`config.mk`:
```
export PLATFORM = sky130hd
export DESIGN_NAME = pulse_sched_gen
export DESIGN_NICKNAME = d
export VERILOG_FILES = /design/src/rtl/pulse_sched_gen.sv
export SDC_FILE = /design/constraint.sdc
export NUM_CORES = 2
export LEC_CHECK = 0
export CAP_MARGIN = 20
export CORE_MARGIN = 2
export CORE_UTILIZATION = 57
export DETAILED_ROUTE_END_ITERATION = 12
export GPL_ROUTABILITY_DRIVEN = 0
export PLACE_DENSITY = 0.82
export RECOVER_POWER = 25
export REMOVE_ABC_BUFFERS = 1
export SYNTH_ARGS = -nofsm -noshare
export SYNTH_HDL_FRONTEND = slang
export SYNTH_SLANG_ARGS = --single-unit
```
`constraint.sdc`:
```
create_clock -name clk -period 45.5 [get_ports clk]
set_input_delay 13.65 -clock clk [delete_from_list [all_inputs] [get_ports clk]]
set_output_delay 13.65 -clock clk [all_outputs]
set_load 0.05 [all_outputs]
```
`src/rtl/pulse_sched_gen.sv`:
```
// pulse_sched_gen: microsecond time base scheduling cal/noise/train emit-receive strobes
module pulse_sched_gen #(
  parameter int TW        = 32,
  parameter int QW        = 16,
  parameter int NTEMP     = 3,
  parameter int PULSE_LEN = 4,
  parameter int TNC_GAP   = 8
)(
  input  logic                  clk,
  input  logic                  rst,
  input  logic                  tick_1us,
  input  logic                  sync_in,
  input  logic                  load,
  input  logic                  en_cal,
  input  logic                  en_noise,
  input  logic [3:0]            n_temp,
  input  logic [15:0]           cal_dly,
  input  logic [TW-1:0]         dt_cal,
  input  logic [TW-1:0]         dt_noise,
  input  logic [NTEMP*TW-1:0]   p_ni,
  input  logic [NTEMP*TW-1:0]   p_ii,
  input  logic [NTEMP*TW-1:0]   p_np,
  input  logic [NTEMP*TW-1:0]   p_ip,
  input  logic [NTEMP*QW-1:0]   qit,
  output logic                  tni,
  output logic                  tki,
  output logic                  tnp,
  output logic                  tkp,
  output logic                  tobm,
  output logic                  tnc,
  output logic                  i_izl,
  output logic                  i_get,
  output logic                  error,
  output logic                  busy,
  output logic [3:0]            cur_train,
  output logic [TW-1:0]         time_now
);
  localparam int CW = $clog2(PULSE_LEN + 1);
  localparam logic [4:0] P_END = 5'(NTEMP + 2);
  typedef enum logic [2:0] {IDLE, START, ARM, RUN, ENDW} state_t;
  state_t state;
  logic [2:0] s_tk, s_sy, s_ld;
  logic tk_r, sy_r, ld_r;
  logic sh_en_cal, sh_en_noise;
  logic [3:0] sh_n, n_eff, tk;
  logic [15:0] sh_cal_dly;
  logic [TW-1:0] sh_dt_cal, sh_dt_noise;
  logic [NTEMP*TW-1:0] sh_ni, sh_ii, sh_np, sh_ip;
  logic [NTEMP*QW-1:0] sh_qit;
  logic [4:0] pos;
  logic [QW-1:0] rep, q_cur;
  logic [TW-1:0] base, t_nx, a_ni, a_ki, a_np, a_kp;
  logic [TW-1:0] tgt [5];
  logic [CW-1:0] cnt [5];
  logic [4:0] pend, fire;
  logic [NTEMP+1:0] en_v;
  logic done;
  // positions: 0 = cal, 1 = noise, 2+k = train k, P_END = end
  function automatic logic [4:0] nxt(input logic [4:0] s, input logic [NTEMP+1:0] e);
    logic [4:0] r;
    r = P_END;
    for (int p = NTEMP + 1; p >= 0; p--) if (p >= int'(s) && e[p]) r = 5'(p);
    return r;
  endfunction
  assign tk_r = s_tk[1] & ~s_tk[2];
  assign sy_r = s_sy[1] & ~s_sy[2];
  assign ld_r = s_ld[1] & ~s_ld[2];
  assign t_nx = time_now + TW'(1);
  assign n_eff = sh_n > 4'(NTEMP) ? 4'(NTEMP) : sh_n;
  assign tk = (pos >= 5'd2 && pos < P_END) ? 4'(pos - 5'd2) : 4'd0;
  assign q_cur = pos < 5'd2 ? QW'(1) : sh_qit[tk*QW +: QW];
  assign done = (rep + QW'(1)) >= q_cur;
  always_comb begin
    en_v = '0;
    en_v[0] = sh_en_cal;
    en_v[1] = sh_en_noise;
    for (int k = 0; k < NTEMP; k++) en_v[k+2] = (k < int'(n_eff)) && (sh_qit[k*QW +: QW] != '0);
  end
  always_comb begin
    a_ni = base + sh_ni[tk*TW +: TW];
    a_ki = a_ni + sh_ii[tk*TW +: TW];
    a_np = pos < 5'd2 ? base + TW'(sh_cal_dly) : a_ki + sh_np[tk*TW +: TW];
    a_kp = a_np + (pos == 5'd0 ? sh_dt_cal : pos == 5'd1 ? sh_dt_noise : sh_ip[tk*TW +: TW]);
  end
  always_comb begin
    fire = '0;
    for (int i = 0; i < 5; i++) fire[i] = tk_r & ~sy_r & pend[i] & (t_nx == tgt[i]);
  end
  always_ff @(posedge clk or posedge rst)
    if (rst) begin
      s_tk <= '0;
      s_sy <= '0;
      s_ld <= '0;
      sh_en_cal <= 1'b0;
      sh_en_noise <= 1'b0;
      sh_n <= '0;
      sh_cal_dly <= '0;
      sh_dt_cal <= '0;
      sh_dt_noise <= '0;
      sh_ni <= '0;
      sh_ii <= '0;
      sh_np <= '0;
      sh_ip <= '0;
      sh_qit <= '0;
    end else begin
      s_tk <= {s_tk[1:0], tick_1us};
      s_sy <= {s_sy[1:0], sync_in};
      s_ld <= {s_ld[1:0], load};
      if (ld_r) begin
        sh_en_cal <= en_cal;
        sh_en_noise <= en_noise;
        sh_n <= n_temp;
        sh_cal_dly <= cal_dly;
        sh_dt_cal <= dt_cal;
        sh_dt_noise <= dt_noise;
        sh_ni <= p_ni;
        sh_ii <= p_ii;
        sh_np <= p_np;
        sh_ip <= p_ip;
        sh_qit <= qit;
      end
    end
  always_ff @(posedge clk or posedge rst)
    if (rst) begin
      state <= IDLE;
      pos <= '0;
      rep <= '0;
      base <= '0;
      time_now <= '0;
      tgt <= '{default: '0};
      cnt <= '{default: '0};
      pend <= '0;
      i_izl <= 1'b0;
      i_get <= 1'b0;
      error <= 1'b0;
    end else begin
      error <= ((fire[0] && i_get) || (fire[2] && i_izl)) ? 1'b1 : ld_r ? 1'b0 : error;
      if (sy_r) begin
        time_now <= '0;
        state <= START;
        pend <= '0;
        cnt <= '{default: '0};
        i_izl <= 1'b0;
        i_get <= 1'b0;
      end else begin
        if (tk_r) time_now <= t_nx;
        for (int i = 0; i < 5; i++)
          cnt[i] <= fire[i] ? CW'(PULSE_LEN) : (tk_r && cnt[i] != '0) ? cnt[i] - CW'(1) : cnt[i];
        i_izl <= fire[1] ? 1'b0 : fire[0] ? 1'b1 : i_izl;
        i_get <= fire[3] ? 1'b0 : fire[2] ? 1'b1 : i_get;
        pend <= pend & ~fire;
        case (state)
          START: begin
            base <= time_now;
            pos <= nxt(5'd0, en_v);
            rep <= '0;
            state <= ARM;
          end
          ARM: begin
            tgt[0] <= a_ni;
            tgt[1] <= a_ki;
            tgt[2] <= a_np;
            tgt[3] <= a_kp;
            tgt[4] <= base + TW'(TNC_GAP);
            pend <= pos == P_END ? 5'b10000 : pos < 5'd2 ? 5'b01100 : 5'b01111;
            state <= pos == P_END ? ENDW : RUN;
          end
          RUN:
            if (fire[3]) begin
              base <= tgt[3];
              rep <= done ? '0 : rep + QW'(1);
              pos <= done ? nxt(pos + 5'd1, en_v) : pos;
              state <= ARM;
            end
          ENDW: if (fire[4]) state <= START;
          default: ;
        endcase
      end
    end
  assign tni = cnt[0] != '0;
  assign tki = cnt[1] != '0;
  assign tnp = cnt[2] != '0;
  assign tkp = cnt[3] != '0;
  assign tobm = cnt[3] != '0;
  assign tnc = cnt[4] != '0;
  assign busy = state != IDLE;
  assign cur_train = (state == ARM || state == RUN) ? tk : 4'd0;
endmodule

```
# Yosys cells after proc, flatten, opt, wreduce, memory -nomap -nowiden
# Cells that the tools add are included.
[totals]
ff_bits = 798
latchBits = 0
ram_bits = 0
mem_bits_ro = 0
out_inout_bits = 46
word_cells = 199
n_memories = 0
[op_classes]
n_addsub = 15
n_mul = 0
n_div = 0
n_lt_le_gt_ge = 13
eq_ne = 15
shift = 5
muxes = 55
bitwise_logic = 20
n_reduce_logical = 43
[op_table]
columns = ["operator", "count"]
rows = [
  ["$shiftx A96 B10 Y32", 4],
  ["$mux W32", 6],
  ["$eq A32 B32 Y1", 5],
  ["$add A32 B32 Y32", 4],
  ["$mux W5", 13],
  ["$pmux W32 S2", 1],
  ["$mux W16", 3],
  ["$reduce_bool A16 Y1", 3],
  ["$shiftx A48 B9 Y16", 1],
  ["$mux W3", 14],
  ["$reduce_bool A3 Y1", 13],
  ["$add A32 B1 Y32 const B", 1],
  ["$add A32 B16 Y32", 1],
  ["$add A32 B4 Y32 const B", 1],
  ["$pmux W16 S2", 1],
  ["$add A16 B1 Y16 const B", 1],
  ["$ge A16 B16 Y1", 1],
  ["$logic_and A1 B1 Y1", 16],
  ["$mux W15", 1],
  ["$sub A3 B1 Y3 const B", 5],
  ["$and A1 B1 Y1", 14],
  ["$mux W4", 3],
  ["$pmux W3 S4", 1],
  ["$ge A1 B5 Y1 const A", 2],
  ["30 further kinds", 51],
]

# Depth between registers and ports, before layout
[logic_depth]
ltp_word = 13
ltp_mapped = 51
mapped_depth_nobuf = 46

# Least setup slack after synthesis
# Ideal clock, no wire load.
[synth_path]
path_type = "register -> output"
start = "register pos[1]"
end = "output cur_train[0]"
t_arrival_ps = 2617
required_time_ps = 31850
slack_ps = 29233
stages_incl_launch_ff = 9
n_path_buf = 4
path_cell_list = "dfrtp_1 > inv_1 > ha_1 > clkbuf_1 > nor4b_1 > buf_2 > clkbuf_1 > buf_1 > and2_1"
[synth_via]
elab_chain_cells = 4
word_cells_on_any_way = 5
[synth_rtl]
columns = ["item", "line", "text"]
rows = [
  ["from (decl)", "50", "logic [4:0] pos;"],
  ["from (signal assigned)", "155", "pos <= nxt(5'd0, en_v);"],
  ["from (signal assigned)", "172", "pos <= done ? nxt(pos + 5'd1, en_v) : pos;"],
  ["$ge A5 B2 Y1 or $lt A5 B3 Y1 (tied branches)", "70", "assign tk = (pos >= 5'd2 && pos < P_END) ? 4'(pos - 5'd2) : 4'd0;"],
  ["$logic_and A1 B1 Y1 (*)", "70", ""],
  ["$mux W4 (*)", "70", ""],
  ["$mux W4 (*)", "187", "assign cur_train = (state == ARM || state == RUN) ? tk : 4'd0;"],
  ["to (decl)", "35", "output logic [3:0] cur_train,"],
]
# Every way passes the cells marked *; elsewhere a longest branch is shown, timed or not.

# Worst setup path in the final report
[layout_path]
start = "register pos[1]"
end = "register tgt[63] (netlist name)"
[layout_via]
elab_chain_cells = 9
word_cells_on_any_way = 19
[layout_rtl]
columns = ["item", "line", "text"]
rows = [
  ["$ge A5 B2 Y1 or $lt A5 B3 Y1 (tied branches)", "70", ""],
  ["$logic_and A1 B1 Y1", "70", ""],
  ["$mux W4 (*)", "70", ""],
  ["$shiftx A96 B10 Y32 (*)", "80", "a_ni = base + sh_ni[tk*TW +: TW];"],
  ["$add A32 B32 Y32 (*)", "80", ""],
  ["via a_ni[20]", "52", "logic [TW-1:0] base, t_nx, a_ni, a_ki, a_np, a_kp;"],
  ["$add A32 B32 Y32 (*)", "81", "a_ki = a_ni + sh_ii[tk*TW +: TW];"],
  ["via a_ki[25]", "52", ""],
  ["$add A32 B32 Y32 (*)", "82", "a_np = pos < 5'd2 ? base + TW'(sh_cal_dly) : a_ki + sh_np[tk*TW +: TW];"],
  ["$mux W32 (*)", "82", ""],
  ["via a_np[28]", "52", ""],
  ["$add A32 B32 Y32 (*)", "83", "a_kp = a_np + (pos == 5'd0 ? sh_dt_cal : pos == 5'd1 ? sh_dt_noise : sh_ip[tk*TW +: TW]);"],
  ["to (decl)", "53", "logic [TW-1:0] tgt [5];"],
]
# The timed path passes the listed nets; every way through them passes the cells marked *.
# A chain may end at the register's enable or synchronous reset.

==> flow_summary.json <==
{
  "status": "finished with violations",
  "violations": "capacitance limit, slew limit",
  "grt_pass1_vias": 36270,
  "fp.dieW_um": 286.5,
  "ys_types": 85,
  "nets": 5580,
  "cts_hold_repair.buffers": 0,
  "path_clk_slew_ns": 0.06,
  "hold_ws_ns": 0.3497,
  "routedWlPerCell_um": 22.34,
  "dieArea_um2": 82100,
  "final_core_util": 0.6941,
  "post-cts-setup-buffer-count": 0,
  "ios": 569,
  "cts_tree": "built",
  "num_rows": 103,
  "final_area_um2": 54830,
  "drt-initial-drc-count": 3269,
  "fmax_mhz": 49.62,
  "yosysWarningCount": 0,
  "cp_num_buf_inv": 5,
  "layout-drive-gt1-share": 0.1530,
  "yosysTopAreaCell": "dfrtp_1",
  "required_ns": 46.06,
  "ys.flop_type": "dfrtp_1",
  "root_buffer": "clkbuf_16",
  "drtPass1Iterations": 6,
  "cts_buffers": 85,
  "synthTopCellsByArea": "dfrtp_1, mux2_2, ha_1, mux2i_1, xnor2_1",
  "cp-end-kind": "flip-flop",
  "fin_skew_ns": 0.03079,
  "clk_latency_ns": 0.66,
  "start_util": 0.5760,
  "drt-met1-wl_um": 55420,
  "critPathMaxStageDelay_ns": 4.29,
  "tightest_slew_ns": 6.092,
  "antenna_found_initial": 24,
  "rsz0062_at_grt": "no",
  "start_kind": "flip-flop",
  "top_layer_used": "met5",
  "cts_sinks": 796,
  "async_reset_ff_frac": 1.000,
  "finalMaxSlewViolations": 557,
  "synth_compound_area_frac": 0.1224,
  "synthSimpleGateAreaFrac": 0.1101,
  "dr_total_vias": 36810,
  "synth_xor_area_frac": 0.07469,
  "synth_cells": 4412,
  "yosysMostFrequentCell": "dfrtp_1",
  "hpwl_um": 98270,
  "overflow": 0,
  "cpMaxStageDelayCell": "clkbuf_1",
  "path_class": "flip-flop to flip-flop",
  "hp-class": "flip-flop to flip-flop",
  "crit_fanout": 70,
  "htreeDepth": 3,
  "grt_usage": 0.3217,
  "synth-seq-area-share": 0.4378,
  "syn_avg_cell_area_um2": 10.31,
  "synth_top_family_by_area": "multiplexers",
  "viasPerCell": 6.124,
  "portBuffers": 567,
  "setup_tns_ns": 0,
  "cp.arrival_ns": 20.72,
  "yosys_register_bits": 796,
  "place_area_um2": 52080,
  "cts_resized": 0,
  "grt_pass1_wl_um": 206000,
  "relSlewSlack": -3.062,
  "yosys.area_share.adder": 0.05060,
  "drc": 0,
  "clockBufferDepth": 3,
  "cp_top_family": "buffers and inverters",
  "wl_met3_um": 10760,
  "synth.area.mux_share": 0.1768,
  "synth-edff-count": 0,
  "area_growth_pct": 20.50,
  "crit_top_cell": "ha_1",
  "netlist_top_cells_count": "dfrtp_1, mux2_2, nand2_1",
  "timing.final.crit_share": 0.4429,
  "grt_max_degree": 177,
  "routed_wirelength_um": 134300,
  "antenna_left": 0,
  "netlist_area_um2": 45500,
  "period_needed_ns": 20.15,
  "finalHoldViolations": 0,
  "die_h_um": 286.5,
  "synth_top_area_frac": 0.4378,
  "cap_violations": 9,
  "met2_length_um": 62680,
  "setup_viol": 0,
  "core-area_um2": 79000
}
==> cells in the final DEF, fill, tap and decap left out, types with 26 or more instances in the layout <==
cell / synthesis / final
xnor2_1: 201 / 201
nand3_1: 107 / 107
dfrtp_1: 796 / 796
mux2_2: 558 / 557
o21ai_0: 208 / 210
mux2i_1: 176 / 176
ha_1: 176 / 175
inv_1: 86 / 84
and3_1: 46 / 46
nor2_1: 229 / 227
clkdlybuf4s50_1: 0 / 433
nor3_1: 62 / 62
nor4_1: 48 / 48
a31oi_1: 31 / 32
dlygate4sd3_1: 0 / 134
clkbuf_16: 0 / 86
a22oi_1: 32 / 32
a211oi_1: 117 / 117
a21oi_1: 306 / 306
xor2_1: 187 / 187
buf_4: 2 / 33
nand4_1: 44 / 45
nand2_1: 436 / 435
a21o_1: 48 / 48
clkbuf_1: 197 / 38
o21bai_1: 26 / 26
==> stage by stage <==
step	setup slack, ns	instances
after global routing	24.57	6003
final	25.35	6010
after global placement	28.77	5837
after floorplan	7.740	4171
after detailed placement	28.76	5837
after CTS	28.33	5989
==> area by class of cell <==
class,instances,area (um2)
Antenna cell,19,47.55
Clock inverter,22,277.8
Fill cell,5769,24170
Sequential cell,796,19920
Timing Repair Buffer,618,6103
Tap cell,1050,1314
Inverter,87,336.6
Multi-Input combinational cell,3288,24330
Clock buffer,130,2497
==> registers in the layout (all words and copies together) (netlist names), 48 cells and up <==
name	flops
sh_ip	96
sh_np	96
sh_ni	96
tgt	160
sh_qit	48
sh_ii	96
==> path summary, 6_finish.rpt <==
kind	to	slack, ns	cells past startpoint	startpoint
worst max-delay path	tgt[63]	25.35	40	pos[1]
worst min-delay path	s_ld[1]	0.35	0	s_ld[0]
worst max register to register	tgt[63]	25.35	40	pos[1]
worst min register to register	s_ld[1]	0.35	0	s_ld[0]
max in group asynchronous	sh_dt_cal[20]	29.60	4	rst
min in group asynchronous	sh_np[32]	13.53	2	rst
==> cell families after synthesis <==
kind of cell | Yosys count
simple gates | 1084
flops | 796
mux | 734
other cells | 1
xor+xnor | 388
compound gates | 900
buf+inv | 328
fa+ha+maj | 181
==> per-layer routing <==
layer / vias to the layer above / GRT usage
met4: 14 / 0.1296
met2: 1570 / 0.5103
li1: 16780 / -
met3: 325 / 0.05493
met1: 18110 / 0.4406
met5: - / 0
Power is left out: the tool's default activity adds up to more than one toggle a clock period on the data nets, which glitch-free logic cannot reach.
